$ cat src/rtl/clk_div_monitor.sv
// Divided-clock receive checker: measures high/low/period, lock and stall.
// Optional duty check enabled by defining CLK_DIV_MONITOR_DUTY_CHECK_EN.
module clk_div_monitor #(
  parameter int CNT_W      = 16,
  parameter int EXP_DIV    = 5,
  parameter int LOCK_CNT   = 4,
  parameter int MAX_PERIOD = 1023
) (
  input  logic             clk_in,
  input  logic             rst,
  input  logic             sig_in,
  output logic             meas_valid,
  output logic [CNT_W-1:0] high_cnt,
  output logic [CNT_W-1:0] low_cnt,
  output logic [CNT_W-1:0] period_cnt,
  output logic             locked,
  output logic             timeout,
  output logic             duty_err
);

  typedef enum logic [1:0] {IDLE, HIGH, LOW} state_t;

  localparam logic [CNT_W-1:0] MAXP  = CNT_W'(MAX_PERIOD);
  localparam logic [CNT_W-1:0] EXP   = CNT_W'(EXP_DIV);
  localparam logic [CNT_W-1:0] ONE   = CNT_W'(1);
  localparam logic [3:0]       LOCKN = 4'(LOCK_CNT);

  logic             sync1_q, sync2_q, dly_q;
  state_t           state_q, state_d;
  logic [CNT_W-1:0] phase_q, phase_d;
  logic [CNT_W-1:0] hlat_q, hlat_d;
  logic [CNT_W-1:0] high_q, high_d;
  logic [CNT_W-1:0] low_q, low_d;
  logic [CNT_W-1:0] per_q, per_d;
  logic [3:0]       match_q, match_d;
  logic             mv_q, mv_d;
  logic             lock_q, lock_d;
  logic             to_q, to_d;

  logic             rise, fall;
  logic [CNT_W:0]   sum;
  logic [CNT_W-1:0] psat;
  logic [3:0]       match_inc;

  always_comb begin
    rise      = sync2_q & ~dly_q;
    fall      = ~sync2_q & dly_q;
    sum       = {1'b0, hlat_q} + {1'b0, phase_q};
    psat      = sum[CNT_W] ? '1 : sum[CNT_W-1:0];
    match_inc = (match_q < LOCKN) ? match_q + 4'd1 : match_q;

    state_d = state_q;
    phase_d = phase_q;
    hlat_d  = hlat_q;
    high_d  = high_q;
    low_d   = low_q;
    per_d   = per_q;
    match_d = match_q;
    mv_d    = 1'b0;
    lock_d  = lock_q;
    to_d    = to_q;

    unique case (state_q)
      IDLE: begin
        if (rise) begin
          state_d = HIGH;
          phase_d = ONE;
        end
      end
      HIGH, LOW: begin
        // A stalled phase wins over any edge arriving on the same cycle
        if (phase_q == MAXP) begin
          to_d    = 1'b1;
          lock_d  = 1'b0;
          match_d = 4'd0;
          state_d = IDLE;
          phase_d = '0;
        end else if (state_q == HIGH && fall) begin
          hlat_d  = phase_q;
          state_d = LOW;
          phase_d = ONE;
        end else if (state_q == LOW && rise) begin
          high_d  = hlat_q;
          low_d   = phase_q;
          per_d   = psat;
          mv_d    = 1'b1;
          state_d = HIGH;
          phase_d = ONE;
          if (psat == EXP) begin
            match_d = match_inc;
            lock_d  = (match_inc >= LOCKN);
          end else begin
            match_d = 4'd0;
            lock_d  = 1'b0;
          end
        end else begin
          phase_d = phase_q + ONE;
        end
      end
      default: state_d = IDLE;
    endcase
  end

  always_ff @(posedge clk_in or posedge rst) begin
    if (rst) begin
      sync1_q <= 1'b0;
      sync2_q <= 1'b0;
      dly_q   <= 1'b0;
      state_q <= IDLE;
      phase_q <= '0;
      hlat_q  <= '0;
      high_q  <= '0;
      low_q   <= '0;
      per_q   <= '0;
      match_q <= 4'd0;
      mv_q    <= 1'b0;
      lock_q  <= 1'b0;
      to_q    <= 1'b0;
    end else begin
      sync1_q <= sig_in;
      sync2_q <= sync1_q;
      dly_q   <= sync2_q;
      state_q <= state_d;
      phase_q <= phase_d;
      hlat_q  <= hlat_d;
      high_q  <= high_d;
      low_q   <= low_d;
      per_q   <= per_d;
      match_q <= match_d;
      mv_q    <= mv_d;
      lock_q  <= lock_d;
      to_q    <= to_d;
    end
  end

`ifdef CLK_DIV_MONITOR_DUTY_CHECK_EN
  logic             duty_q, duty_d;
  logic [CNT_W-1:0] diff;

  always_comb begin
    diff   = (hlat_q > phase_q) ? hlat_q - phase_q : phase_q - hlat_q;
    duty_d = duty_q;
    if (mv_d) duty_d = (diff > ONE);
  end

  always_ff @(posedge clk_in or posedge rst) begin
    if (rst) duty_q <= 1'b0;
    else     duty_q <= duty_d;
  end

  assign duty_err = duty_q;
`else
  assign duty_err = 1'b0;
`endif

  assign meas_valid = mv_q;
  assign high_cnt   = high_q;
  assign low_cnt    = low_q;
  assign period_cnt = per_q;
  assign locked     = lock_q;
  assign timeout    = to_q;

endmodule

$ cat config.mk
export PLATFORM = sky130hd
export DESIGN_NAME = clk_div_monitor
export DESIGN_NICKNAME = d
export VERILOG_FILES = /design/src/rtl/clk_div_monitor.sv
export SDC_FILE = /design/constraint.sdc
export NUM_CORES = 1
export LEC_CHECK = 0
export CORE_MARGIN = 10
export CORE_UTILIZATION = 51
export CTS_CLUSTER_SIZE = 28
export DETAILED_ROUTE_END_ITERATION = 10
export GPL_ROUTABILITY_DRIVEN = 0
export HOLD_SLACK_MARGIN = 0.06
export MAX_ROUTING_LAYER = met4
export PLACE_DENSITY = 0.77
export SLEW_MARGIN = 20
export SYNTH_ARGS = -nofsm -noshare
export SYNTH_HDL_FRONTEND = slang
export SYNTH_SLANG_ARGS = --single-unit
$ cat constraint.sdc
create_clock -name clk_in -period 3.2 [get_ports clk_in]
set_clock_uncertainty 0.05 [all_clocks]
set_input_delay 0.64 -clock clk_in [delete_from_list [all_inputs] [get_ports clk_in]]
set_output_delay 0.64 -clock clk_in [all_outputs]
set_load 0.05 [all_outputs]
==> summary.txt <==
Finish
  • N_diodes: 0
  • Fin nets: 505
  • Final core occ: 63.2%
  • Layout cell share with drive strength beyond 1: 17.8%
  • Non-Filler Instances: 592
  • Area grow syn2layout: 19.7%

STA
  • Fin crit period: 2980 ps
  • RSZ-0062 raised after global routing: false
  • Slew @ Worst Pin: 705 ps
  • Final TNS setup: 0 ps
  • Final setup violation count: 0
  • Max frequency: 336 MHz
  • Max Slew Vio Count: 0
  • Ratio of final minimum period to clock period: 93.0%
  • Final Hold Fails: 0
  • Worst slew margin: 52.9%

Worst setup path
  • Path type of the worst setup path: flop to flop
  • Cells on worst reg2reg path: 10
  • Worst endpoint data arrival time: 3210 ps
  • Critical Path End: match_q[2]
  • R2R Setup Slk: 220 ps
  • Crit Path Max Fanout: 5
  • Startpoint types: flop
  • R2r endpoint: match_q[2]
  • Crit. End Element: flop
  • Launch point of the worst reg-to-reg path: phase_q[0]
  • Launch point of the worst path: phase_q[0]
  • Crit path required time: 3430 ps

Route
  • DR WL/cell: 16.9 µm
  • DR iter-0 viols: 169
  • Post-route DRC: 0
  • Post-route ant nets: 0
  • Drt via density: 5.71
  • Post-Route WL: 10000 µm
  • Drt pass-1 iters: 4
  • Vias: 3380

Logic synthesis
  • Primary FF master, synth: dfrtp_1
  • Syn Area/Cell: 11.0 µm²
  • Gate Count Post-Synth: 420
  • Mapped cell area: 4630 µm²
  • Register area share after synthesis: 49.8%
  • Fraction of the mapped netlist area in compound gates: 11.2%
  • Yosys top cell area share: 49.8%
  • YS warnings: 0
  • Post-Synth Simple-Gate Area: 13.1%
  • Leading area contributor after synthesis: dfrtp_1
  • Top post-synthesis cells by area: dfrtp_1 50%, mux2_2 12%, ha_1 6.0%
  • Seq cells post-synth: 92
  • Library cells used by synthesis: 53
  • Number of synthesized flops with an enable pin: 0
  • Largest family of logic cells by synthesized area: simple AND/OR/NAND/NOR gates
  • Asr flop ratio synth: 100%
  • Mapped Nets: 446
  • Mux contribution to synthesized area: 12.4%
  • Post-Synth Adder-Cell Area: 6.38%
  • Xor and xnor area share after synthesis: 4.54%

Global routing
  • Antenna violations before repair: 0
  • Vias in the first global route: 3440
  • First-pass GRT wire length: 17000 µm
  • Total GRT Usage: 16.1%
  • Grt ovf: 0
  • Largest net degree at the start of global routing: 60

Clock tree
  • Clock buffer depth: 2
  • CTS-repair resized insts: 0
  • CTS Hold Bufs: 0
  • Worst skew pair latency: 360 ps
  • Worst-path clk slew: 90 ps
  • CTS Sinks: 92
  • Post-CTS Setup Inserts: 0
  • Clk root buf: clkbuf_8
  • CTS Buf Count: 9
  • H-tree Lvls: 3
  • CTS tree: yes

Placement
  • # placed instances: 576
  • IO Port Bufs: 53
  • HPWL after DPL: 7340 µm

Floorplan
  • Core ar.: 8760 µm²
  • Chip width: 115 µm
  • Num ports: 55
  • Initial core utilization: 52.8%
  • Die area: 13300 µm²
  • Row cnt: 34
  • DIE HEIGHT: 115 µm

Status
  • Status: finished clean

Run
  • Maxcap violations: 0

Power
  • VDD IR max: 0.000409 V
  • Total Power: 3900 µW
  • Power Dens Cells: 704 nW/µm²
  • P_leak: 0.00264 µW

Worst hold path
  • Worst Hold Class: flop to flop
-- layout make-up --
class / count / area, µm²
clock buffer: 13 / 169
clock inverter: 3 / 43.8
fill: 710 / 3220
inverter: 10 / 38.8
multi-input combinational: 302 / 2210
sequential: 92 / 2300
tap: 108 / 135
timing repair buffer: 64 / 638
-- critical path, cell delays in order, from the launching register on --
cell and delay, ps:
dfrtp_1 390, ha_1 220, fa_1 410, a21o_1 220
a2bb2oi_2 200, a211oi_2 130, o21a_1 240, o32a_1 390
a2111oi_4 290, nand3_2 170, a21oi_1 180
-- report_power, final --
part	total, µW	internal [µW]	switching, µW
Clock	839	426	412
Combinational	1580	579	1000
Sequential	1480	1350	131
-- registers in the layout (all words and copies together), names as in the netlist, 2 cells and up --
name and count:
phase_q 16, state_q 2, period_cnt 16, hlat_q 16, low_cnt 16, high_cnt 16, match_q 4
-- worst min-delay path by stage --
stage,to,slack [ps],depth (start not counted),start
6_report,sync2_q,310,0,sync1_q
5_1_grt,sync2_q,330,0,sync1_q
4_1_cts,sync2_q,320,0,sync1_q
3_5_place_dp,sync2_q,300,0,sync1_q
3_3_place_gp,sync2_q,280,0,sync1_q
2_1_floorplan,sync2_q,280,0,sync1_q
-- layer usage --
metal  vias up  global-route usage, %  wire [µm]  share of wire [%]
met5         -                      -          0                  0
met4         0                   6.11        159                1.6
met3        15                   2.97        522                5.2
met2       103                   26.7       5070                 51
met1      1661                   19.1       4280                 43
li1       1601                      -          -                  -
-- synth_stat cells, types with 5 or more instances --
library cell and count:
clkbuf_1 9, o21a_1 5, nor2_1 57, o21ai_0 11, and3_1 8, nand3_1 9
xor2_1 16, nand4_1 5, xnor2_1 8, mux2_2 50, a21o_1 8, dfrtp_1 92
inv_1 10, nor3_1 6, nand2_1 23, a21oi_1 23, ha_1 22
-- through the flow --
step | instance area (µm²) | setup slack, ps | hold WS (ps)
2_1_floorplan | 4630 | 118 | 281
4_1_cts | 5540 | 209 | 320
3_5_place_dp | 5330 | 265 | 299
3_3_place_gp | 5330 | 371 | 285
5_1_grt | 5540 | 29.7 | 331
6_report | 5540 | 224 | 314
-- logic make-up (layout without fill, tap and decap cells) --
group | count (synthesis) | count (layout)
adder cells (fa/ha/maj) | 23 | 23
XOR/XNOR | 24 | 24
flip-flops | 92 | 92
AO/OA/AOI/OAI | 75 | 75
other | 1 | 1
buffers and inverters | 26 | 90
AND/OR/NAND/NOR | 128 | 128
multiplexers | 51 | 51
-- cell usage in the layout (no fill, tap or decap), types with 3 or more instances in the layout --
cell and instances:
nor2_1 57, ha_1 22, xor2_1 16, inv_1 9, a31oi_1 4, clkbuf_8 12
nor3_1 6, buf_4 9, mux2_2 50, and3_1 8, o21ai_0 11, nand2_1 23
a21o_1 8, a21oi_1 23, xnor2_1 8, nor4_1 3, nand3b_1 4, o21a_1 5
o21ai_1 3, nand3_1 9, nand4_1 5, clkdlybuf4s50_1 53, dfrtp_1 92
No activity file was read; power rests on OpenSTA's default activity.
